==> src/rtl/cpu_pkg.sv <==
// cpu_pkg: shared fetch-path types and constants
package cpu_pkg;
    typedef enum logic [1:0] {FETCH_REQ, FETCH_WAIT, FETCH_HOLD, FETCH_DRAIN} fetch_state_t;
    localparam int INSTR_BYTES = 4;
endpackage

==> src/rtl/fetch_pc_next.sv <==
// fetch_pc_next: next fetch PC selection (redirect beats sequential advance) and misalignment detect
module fetch_pc_next
    import cpu_pkg::*;
#(
    parameter int ADDR_WIDTH = 16
) (
    input  logic [ADDR_WIDTH-1:0] fetchPC,
    input  logic                  redirect,
    input  logic [ADDR_WIDTH-1:0] redirectPC,
    input  logic                  advance,
    output logic [ADDR_WIDTH-1:0] nextPC,
    output logic                  misaligned
);
    // Redirect targets are word-aligned by dropping the low bits; the sequential step wraps naturally
    always_comb begin
        nextPC     = redirect ? {redirectPC[ADDR_WIDTH-1:2], 2'b00}
                   : advance  ? fetchPC + ADDR_WIDTH'(INSTR_BYTES)
                   : fetchPC;
        misaligned = redirect && (redirectPC[1:0] != 2'b00);
    end
endmodule

==> src/rtl/fetch_controller.sv <==
// fetch_controller: single-outstanding instruction fetch sequencer with redirect and decode handshake
module fetch_controller
    import cpu_pkg::*;
#(
    parameter int                    ADDR_WIDTH  = 16,
    parameter int                    INSTR_WIDTH = 32,
    parameter logic [ADDR_WIDTH-1:0] RESET_PC    = '0,
    parameter int                    CNT_WIDTH   = 32
) (
    input  logic                   clk,
    input  logic                   rst,
    input  logic                   redirect,
    input  logic [ADDR_WIDTH-1:0]  redirectPC,
    output logic                   memReq,
    output logic [ADDR_WIDTH-1:0]  memAddr,
    input  logic                   memGnt,
    input  logic                   memRvalid,
    input  logic [INSTR_WIDTH-1:0] memRdata,
    output logic                   instrValid,
    input  logic                   instrReady,
    output logic [INSTR_WIDTH-1:0] instr,
    output logic [ADDR_WIDTH-1:0]  instrPC,
    output logic                   alignErr,
    output logic [CNT_WIDTH-1:0]   fetchCount
);
    fetch_state_t            state_q, state_d;
    logic [ADDR_WIDTH-1:0]   fetch_pc_q, fetch_pc_d;
    logic [INSTR_WIDTH-1:0]  instr_q, instr_d;
    logic [ADDR_WIDTH-1:0]   instr_pc_q, instr_pc_d;
    logic                    valid_q, valid_d;
    logic                    align_err_q;
    logic [CNT_WIDTH-1:0]    count_q;
    logic                    handshake, load, misaligned;

    assign handshake = valid_q && instrReady;
    assign load      = (state_q == FETCH_WAIT) && memRvalid && !redirect;

    fetch_pc_next #(.ADDR_WIDTH(ADDR_WIDTH)) u_pc_next (
        .fetchPC    (fetch_pc_q),
        .redirect   (redirect),
        .redirectPC (redirectPC),
        .advance    (handshake),
        .nextPC     (fetch_pc_d),
        .misaligned (misaligned)
    );

    // Next state and decode-side output registers; redirect overrides every other event
    always_comb begin
        state_d    = state_q;
        instr_d    = load ? memRdata : instr_q;
        instr_pc_d = load ? fetch_pc_q : instr_pc_q;
        valid_d    = load || (valid_q && !instrReady && !redirect);
        unique case (state_q)
            FETCH_REQ:   state_d = memGnt ? (redirect ? FETCH_DRAIN : FETCH_WAIT) : FETCH_REQ;
            FETCH_WAIT:  state_d = memRvalid ? (redirect ? FETCH_REQ : FETCH_HOLD)
                                 : (redirect ? FETCH_DRAIN : FETCH_WAIT);
            FETCH_HOLD:  state_d = (redirect || instrReady) ? FETCH_REQ : FETCH_HOLD;
            FETCH_DRAIN: state_d = memRvalid ? FETCH_REQ : FETCH_DRAIN;
        endcase
    end

    // State, PC, output registers, sticky alignment flag and retired-fetch counter
    always_ff @(posedge clk) begin
        if (!rst) begin
            state_q     <= FETCH_REQ;
            fetch_pc_q  <= RESET_PC;
            instr_q     <= '0;
            instr_pc_q  <= '0;
            valid_q     <= 1'b0;
            align_err_q <= 1'b0;
            count_q     <= '0;
        end else begin
            state_q     <= state_d;
            fetch_pc_q  <= fetch_pc_d;
            instr_q     <= instr_d;
            instr_pc_q  <= instr_pc_d;
            valid_q     <= valid_d;
            align_err_q <= align_err_q || misaligned;
            count_q     <= count_q + CNT_WIDTH'(handshake);
        end
    end

    assign memReq     = rst && (state_q == FETCH_REQ);
    assign memAddr    = fetch_pc_q;
    assign instrValid = valid_q;
    assign instr      = instr_q;
    assign instrPC    = instr_pc_q;
    assign alignErr   = align_err_q;
    assign fetchCount = count_q;
endmodule
==> config.mk <==
export PLATFORM = sky130hd
export DESIGN_NAME = fetch_controller
export DESIGN_NICKNAME = d
export VERILOG_FILES = /design/src/rtl/cpu_pkg.sv /design/src/rtl/fetch_pc_next.sv /design/src/rtl/fetch_controller.sv
export SDC_FILE = /design/constraint.sdc
export NUM_CORES = 1
export LEC_CHECK = 0
export CAP_MARGIN = 0
export CORE_MARGIN = 2
export CORE_UTILIZATION = 40
export CTS_CLUSTER_SIZE = 28
export DETAILED_ROUTE_END_ITERATION = 8
export GPL_TIMING_DRIVEN = 0
export PLACE_DENSITY = 0.82
export SYNTH_ARGS = -nofsm -noshare
export SYNTH_HDL_FRONTEND = slang
export SYNTH_HIERARCHICAL = 1
export SYNTH_SLANG_ARGS = --single-unit
==> constraint.sdc <==
create_clock -name clk -period 5.5 [get_ports clk]
set_input_delay 0.55 -clock clk [delete_from_list [all_inputs] [get_ports clk]]
set_output_delay 0.55 -clock clk [all_outputs]
set_load 0.02 [all_outputs]
# Word level (Yosys, flattened, before mapping)
# Cells that the tools add are included.
# Widths: inputs -> output; s select.
[classes]
mux = 9
eq_ne = 3
n_bitwise = 1
addsub = 2
n_reduce_logical = 16
[op_table]
columns = ["op", "count"]
rows = [
  ["$add 32x1->32", 1],
  ["$mux 16", 2],
  ["$add 16x3->16 const B", 1],
  ["$mux 2", 6],
  ["$pmux 2 s4", 1],
  ["$logic_and 1x1->1", 7],
  ["$eq 2x2->1 const B", 2],
  ["$reduce_bool 2->1", 2],
  ["$logic_or 1x1->1", 3],
  ["$eq 2x1->1 const B", 1],
  ["$logic_not 1->1", 2],
  ["$logic_not 2->1", 1],
  ["$reduce_or 2->1", 1],
  ["$not 1->1", 1],
]
[word_totals]
reg_bits = 100
out_inout_bits = 99
wordCells = 39

# Depth between registers and ports, before layout
# Gate-level depths: netlist of the first run.
[logic_depth]
depth_word = 4
ltp_mapped = 8

# Modules after synthesis
# Netlist of the first run, hierarchy kept.
[modules_own_cells]
columns = ["module", "area_each_um2", "instances", "cells_each"]
rows = [
  ["fetch_controller", 3741.1, 1, 433],
  ["fetch_pc_next", 465.4, 1, 71],
]

# Worst setup path before layout of the first run
# No wires, ideal clock.
[synth_timing]
path_type = "input -> register"
from = "in instrReady"
to = "reg count_q[28] (netlist: fetchCount[28])"
arrival_ps = 2119
path_stages = 7
required_ps = 5430
setup_slack_ps = 3310
setup_time_ps = 70
path_cell_list = "and2_1 -> ha_1 -> ha_1 -> nand4_1 -> clkbuf_1 -> or4_1 -> a21oi_1"
[synth_via]
elab_chain_cells = 2
[synth_rtl]
columns = ["element", "line_no", "text"]
rows = [
  ["from (decl)", "fetch_controller.sv:20", "input logic instrReady,"],
  ["$logic_and 1x1->1", "fetch_controller.sv:35", "assign handshake = valid_q && instrReady;"],
  ["$add 32x1->32", "fetch_controller.sv:79", "count_q <= count_q + CNT_WIDTH'(handshake);"],
  ["to (signal assigned)", "fetch_controller.sv:79", ""],
  ["to (decl)", "fetch_controller.sv:32", "logic [CNT_WIDTH-1:0] count_q;"],
]
# No other way between the ends.
# A chain may end at the register's enable or synchronous reset.

# Final worst setup path of the first run
[layout_timing]
from = "in instrReady"
to = "reg count_q[30] (netlist: fetchCount[30])"
[layout_via]
elab_chain_cells = 2
[layout_rtl]
columns = ["element", "line_no", "text"]
rows = [
  ["$logic_and 1x1->1", "fetch_controller.sv:35", ""],
  ["via handshake", "fetch_controller.sv:33", "logic handshake, load, misaligned;"],
  ["$add 32x1->32", "fetch_controller.sv:79", ""],
]
# The timed path passes the listed nets, and every way through them passes these cells.

==> results.py, run 1 <==
metrics = {
    "run_status": {
        "status": "finished, final reports clean",
    },
    "layout": {
        "nNetsFinal": 725,
        "antennaDiodeCount": 0,
        "final_common_cell": "clkdlybuf4s50_1",
        "multi_input_area_sq_um": 2050,
        "drive_above_1_share": 0.0522,
        "nFillCells": 911,
        "instances_no_fill": 807,
        "regArea_sq_um": 2000,
        "final_cell_mix": "clkdlybuf4s50_1, nand2_1, dfxtp_1, a21oi_1, clkbuf_1",
        "area.growth.synth_to_final_pct": 45.2,
    },
    "die": {
        "io_pins": 153,
        "dieArea_sq_um": 11400,
        "die_w_microns": 107,
        "die_y_microns": 107,
        "initial_utilization": 0.409,
        "core_sq_um": 10300,
        "rows": 37,
    },
    "power": {
        "swShare": 0.239,
        "p_switching_mw": 0.334,
        "p_seq_frac": 0.537,
        "p_int_mw": 1.07,
        "p_comb_frac": 0.099,
        "p_leak_nw": 2.05,
        "clockPowerShare": 0.363,
        "finalPower_mw": 1.40,
        "power_density_nw_per_um2": 229,
        "peakVddDrop_mv": 0.150,
    },
    "routing": {
        "met1Wirelength_microns": 4870,
        "drtAntennaViolNets": 0,
        "drc": 0,
        "wl_per_cell_microns": 15.3,
        "route.met2.wl_microns": 6280,
        "highest_layer": "met4",
        "drt_wl_total_microns": 12300,
        "vias_per_cell": 5.23,
        "drt-pass1-iter-count": 4,
        "met3WireLength_microns": 1020,
        "num_vias": 4224,
        "drt-initial-drc-count": 183,
    },
    "synth": {
        "avgSynthCellArea_sq_um": 8.35,
        "ys_seq_elements": 100,
        "syn_inst": 504,
        "yosysSeqAreaShare": 0.476,
        "yosysWarnings": 6,
        "synth.cell_area_sq_um": 4210,
        "synthDistinctLibCells": 38,
        "syn_nets": 562,
    },
    "global_routing": {
        "grt_usage": 0.217,
        "grt_max_degree": 17,
        "grt_pass1_wl_microns": 19700,
        "antenna_found_initial": 0,
        "grt-ovfl-total": 0,
        "first_global_vias": 4088,
    },
    "worst_setup_path": {
        "cp_max_fo": 10,
        "cp_data_arrival_time_ns": 3.08,
        "crit_type": "in2reg",
        "end_kind": "register",
        "critPathLaunchType": "primary input",
        "critPathRequiredTime_ns": 5.78,
    },
    "clocking": {
        "clk_path_buf_depth": 2,
        "clock-sinks": 100,
        "post_cts_buffers": 0,
        "clockRootBuffer": "clkbuf_8",
        "htreeDepth": 3,
        "clkTransAtPathRegs_ns": 0.09,
        "insertion_delay_ns": 0.36,
        "cts_resized": 0,
        "hold_buffers": 0,
        "cts_made_buffers": 9,
        "cts_tree": "yes",
    },
    "timing": {
        "timing.fmax_mhz": 358,
        "clock_skew_ns": 0.0105,
        "finalSetupViolations": 0,
        "worst_slew_pin_slew_ns": 0.633,
        "setup_tns_ns": 0,
        "period_share": 0.508,
        "rsz0062_at_grt": "false",
        "slew_headroom": 0.578,
        "min_period_ns": 2.79,
        "final_hold_viol_count": 0,
        "final_max_slew_viol_count": 0,
    },
    "worst_hold_path": {
        "hold_class": "reg2reg",
    },
    "place": {
        "gp_congestion": 0.891,
        "dpl.cell_count": 792,
        "numPortBuffers": 152,
        "place_hpwl_microns": 9340,
    },
    "job": {
        "drv_cap": 0,
    },
}
## power by group through the flow
stage               logic [mW]  registers [mW]  clock network (mW)
floorplan               0.0442           0.782                   0
detailed placement       0.139           0.770                   0
global placement         0.137           0.770                   0
finish                   0.139           0.753               0.509
CTS                      0.140           0.754               0.523
global route             0.150           0.756               0.554
## worst max-delay path, stage by stage
cell	delay [ns]
clkdlybuf4s50_1	0.48
and2_1	0.21
ha_1	0.29
ha_1	0.27
nand4_1	0.26
clkbuf_1	0.32
or4_1	0.55
a21oi_1	0.14
## routing by layer
metal / vias to the layer above / global-route usage
met4: 0 / 0.0640
met3: 15 / 0.0601
li1: 2051 / -
met1: 1980 / 0.258
met5: - / 0
met2: 178 / 0.380
## sequential cells by signal (all words and copies together), names as in the netlist
signal      cells
fetchCount     32
instr          32
instrPC        16
memAddr        16
state_q         2
alignErr        1
instrValid      1
## path summary, 6_finish.rpt
kind                            startpoint             end  slack (ns)  cells after the start
worst max-delay path            instrReady  fetchCount[30]        2.71                      8
worst min-delay path            instrPC[3]      instrPC[3]        0.46                      2
worst max register to register  instrValid  fetchCount[30]        3.03                      7
worst min register to register  instrPC[3]      instrPC[3]        0.46                      2
## cells by family (layout without fill, tap and decap cells)
kind of cell,after synthesis,after routing,share of synthesized area
and+or+nand+nor,234,234,0.284
AOI/OAI and AO/OA,101,101,0.131
DFF,100,100,0.476
buffers and inverters,37,204,0.0375
xor gates and xnor gates,25,25,0.0521
adders and majority gates,4,4,0.0119
muxes,3,3,0.00773
## cell usage after synthesis (all sizes together)
cell type | instances | area, sq um
ha | 4 | 50.1
dfxtp | 100 | 2000
nor3 | 5 | 25.0
o21a | 1 | 7.51
inv | 4 | 15.0
or2 | 1 | 6.26
o31ai | 15 | 113
a21o | 1 | 7.51
or3 | 3 | 18.8
xnor2 | 9 | 78.8
mux2i | 1 | 10.0
nor2b | 3 | 18.8
nor4 | 3 | 37.5
mux2 | 2 | 22.5
or4 | 15 | 113
nand2 | 122 | 458
o21ai | 15 | 75.1
clkbuf | 23 | 86.3
nand3b | 1 | 7.51
nor2 | 19 | 71.3
buf | 10 | 56.3
xor2 | 16 | 140
a221oi | 1 | 8.76
and4 | 6 | 52.6
and3 | 3 | 18.8
nand3 | 14 | 80.1
or3b | 2 | 17.5
a21oi | 68 | 340
nand4 | 15 | 130
and2 | 22 | 139
## per-stage QoR
step	utilization	instance area [sq um]	hold slack, ns	setup slack (ns)
floorplan	-	4210	0.529	3.31
global placement	0.574	5900	0.441	2.37
detailed placement	0.574	5900	0.447	2.36
CTS	0.594	6110	0.461	2.72
global route	0.594	6110	0.477	2.51
finish	0.594	6110	0.459	2.71
## cell type report
class	count	share of cell area
clock inverter	6	0.0143
sequential	100	0.328
buffer	33	0.0233
tap	136	0.0279
multi-input combinational	367	0.335
timing repair buffer	152	0.249
clock buffer	9	0.0203
inverter	4	0.00246
Note: power is estimated with default switching activity, not from simulation.
==> run 2: changes to the inputs <==
==> constraint.sdc (replaced) <==
create_clock -name clk -period 2.7 [get_ports clk]
set_input_delay 0.27 -clock clk [delete_from_list [all_inputs] [get_ports clk]]
set_output_delay 0.27 -clock clk [all_outputs]
set_load 0.02 [all_outputs]
==> results.py, run 2 (synthesized netlist as in run 1, its figures left out) <==
metrics = {
    "run_status": {
        "status": "finished, final reports clean",
    },
    "clocking": {
        "cts_made_buffers": 9,
        "clkTransAtPathRegs_ns": 0.10,
        "htreeDepth": 3,
        "clock-sinks": 100,
        "clockRootBuffer": "clkbuf_8",
        "hold_buffers": 0,
        "insertion_delay_ns": 0.36,
        "post_cts_buffers": 0,
        "clk_path_buf_depth": 2,
        "cts_tree": "yes",
    },
    "worst_setup_path": {
        "cp_data_arrival_time_ns": 2.74,
        "cp_max_fo": 10,
        "critPathRequiredTime_ns": 2.98,
        "reg2reg_setup_slack_ns": 0.29,
        "end_kind": "register",
        "r2r-start": "instrValid",
        "reg2regPathDepth": 7,
        "critPathLaunchType": "primary input",
        "rr_endpoint": "fetchCount[30]",
        "crit_type": "in2reg",
    },
    "layout": {
        "final_common_cell": "clkdlybuf4s50_1",
        "antennaDiodeCount": 0,
        "nFillCells": 910,
        "nNetsFinal": 725,
        "instances_no_fill": 807,
        "drive_above_1_share": 0.0537,
        "multi_input_area_sq_um": 2050,
        "regArea_sq_um": 2000,
        "area.growth.synth_to_final_pct": 45.3,
        "final_cell_mix": "clkdlybuf4s50_1, nand2_1, dfxtp_1, a21oi_1, clkbuf_1",
    },
    "power": {
        "peakVddDrop_mv": 0.305,
        "p_leak_nw": 2.05,
        "power_density_nw_per_um2": 467,
    },
    "place": {
        "place_hpwl_microns": 9340,
        "numPortBuffers": 152,
        "gp_congestion": 0.891,
        "dpl.cell_count": 792,
    },
    "worst_hold_path": {
        "min-delay-start": "memRdata[2]",
        "worst_hold_path.endpoint": "instr[2]",
        "hold_class": "in2reg",
        "hold_depth": 3,
    },
    "timing": {
        "slew_headroom": 0.579,
        "setup_tns_ns": 0,
        "final_max_slew_viol_count": 0,
        "min_period_ns": 2.46,
        "finalSetupViolations": 0,
        "period_share": 0.910,
        "final_hold_viol_count": 0,
        "rsz0062_at_grt": "false",
        "timing.fmax_mhz": 407,
        "worst_slew_pin_slew_ns": 0.632,
        "clock_skew_ns": 0.0106,
    },
    "global_routing": {
        "grt_usage": 0.217,
        "antenna_found_initial": 0,
        "grt_pass1_wl_microns": 19700,
        "first_global_vias": 4088,
        "grt-ovfl-total": 0,
        "grt_max_degree": 17,
    },
    "routing": {
        "drc": 0,
        "drtAntennaViolNets": 0,
        "vias_per_cell": 5.23,
        "drt-pass1-iter-count": 4,
        "num_vias": 4224,
        "drt-initial-drc-count": 183,
        "drt_wl_total_microns": 12300,
        "wl_per_cell_microns": 15.2,
    },
    "die": {
        "die_w_microns": 107,
        "die_y_microns": 107,
        "rows": 37,
        "dieArea_sq_um": 11400,
        "core_sq_um": 10300,
        "io_pins": 153,
        "initial_utilization": 0.409,
    },
    "job": {
        "drv_cap": 0,
    },
}
-- run 2: timing repair --
item,in CTS,in global routing
resized for setup,0,2
setup endpoints to repair,0,1
hold endpoints to repair,0,0
-- run 2: area by class of cell --
cell class | instances | area share
flip-flops and latches | 100 | 0.328
well taps | 136 | 0.0278
multi-input cells | 367 | 0.335
clock inverters | 6 | 0.0143
plain buffers | 33 | 0.0235
inverters | 4 | 0.00246
repair buffers | 152 | 0.249
clock buffers | 9 | 0.0203
-- run 2: power breakdown --
| part | internal [mW] | total (mW) | switching [mW] |
|---|---|---|---|
| Sequential | 1.50 | 1.53 | 0.0327 |
| Combinational | 0.151 | 0.283 | 0.133 |
| Clock | 0.521 | 1.04 | 0.515 |
-- run 2: worst max path at each step --
| stage | startpoint | endpoint | cells past startpoint |
|---|---|---|---|
| after floorplan | instrValid | fetchCount[28] | 7 |
| after global placement | instrReady | fetchCount[30] | 8 |
| after detailed placement | instrReady | fetchCount[30] | 8 |
| after CTS | instrReady | fetchCount[30] | 8 |
| after global routing | instrReady | fetchCount[28] | 8 |
| final | instrReady | fetchCount[30] | 8 |
-- run 2: metal layers --
metal  GRT usage  vias up  share of wire
met4      0.0640        0          0.012
met2       0.380      178           0.51
met5           0        -              0
met3      0.0601       14          0.082
li1            -     2052              -
met1       0.258     1980           0.40
-- run 2: stage by stage --
stage	hold slack, ns	setup WS, ns	power [mW]	instance area, sq um	util
3_3_place_gp	0.441	-0.146	1.85	5900	0.574
3_5_place_dp	0.447	-0.164	1.85	5900	0.574
4_1_cts	0.441	0.198	2.89	6110	0.594
5_1_grt	0.443	0.0462	2.97	6110	0.595
6_report	0.451	0.243	2.85	6110	0.595
2_1_floorplan	0.406	0.581	1.68	4210	-
-- run 2: worst max-delay path, cell delays in order --
cell and delay [ns]:
clkdlybuf4s50_1 0.48, and2_1 0.21, ha_1 0.30, ha_1 0.27
nand4_1 0.26, clkbuf_2 0.28, or4_1 0.53, a21oi_1 0.14
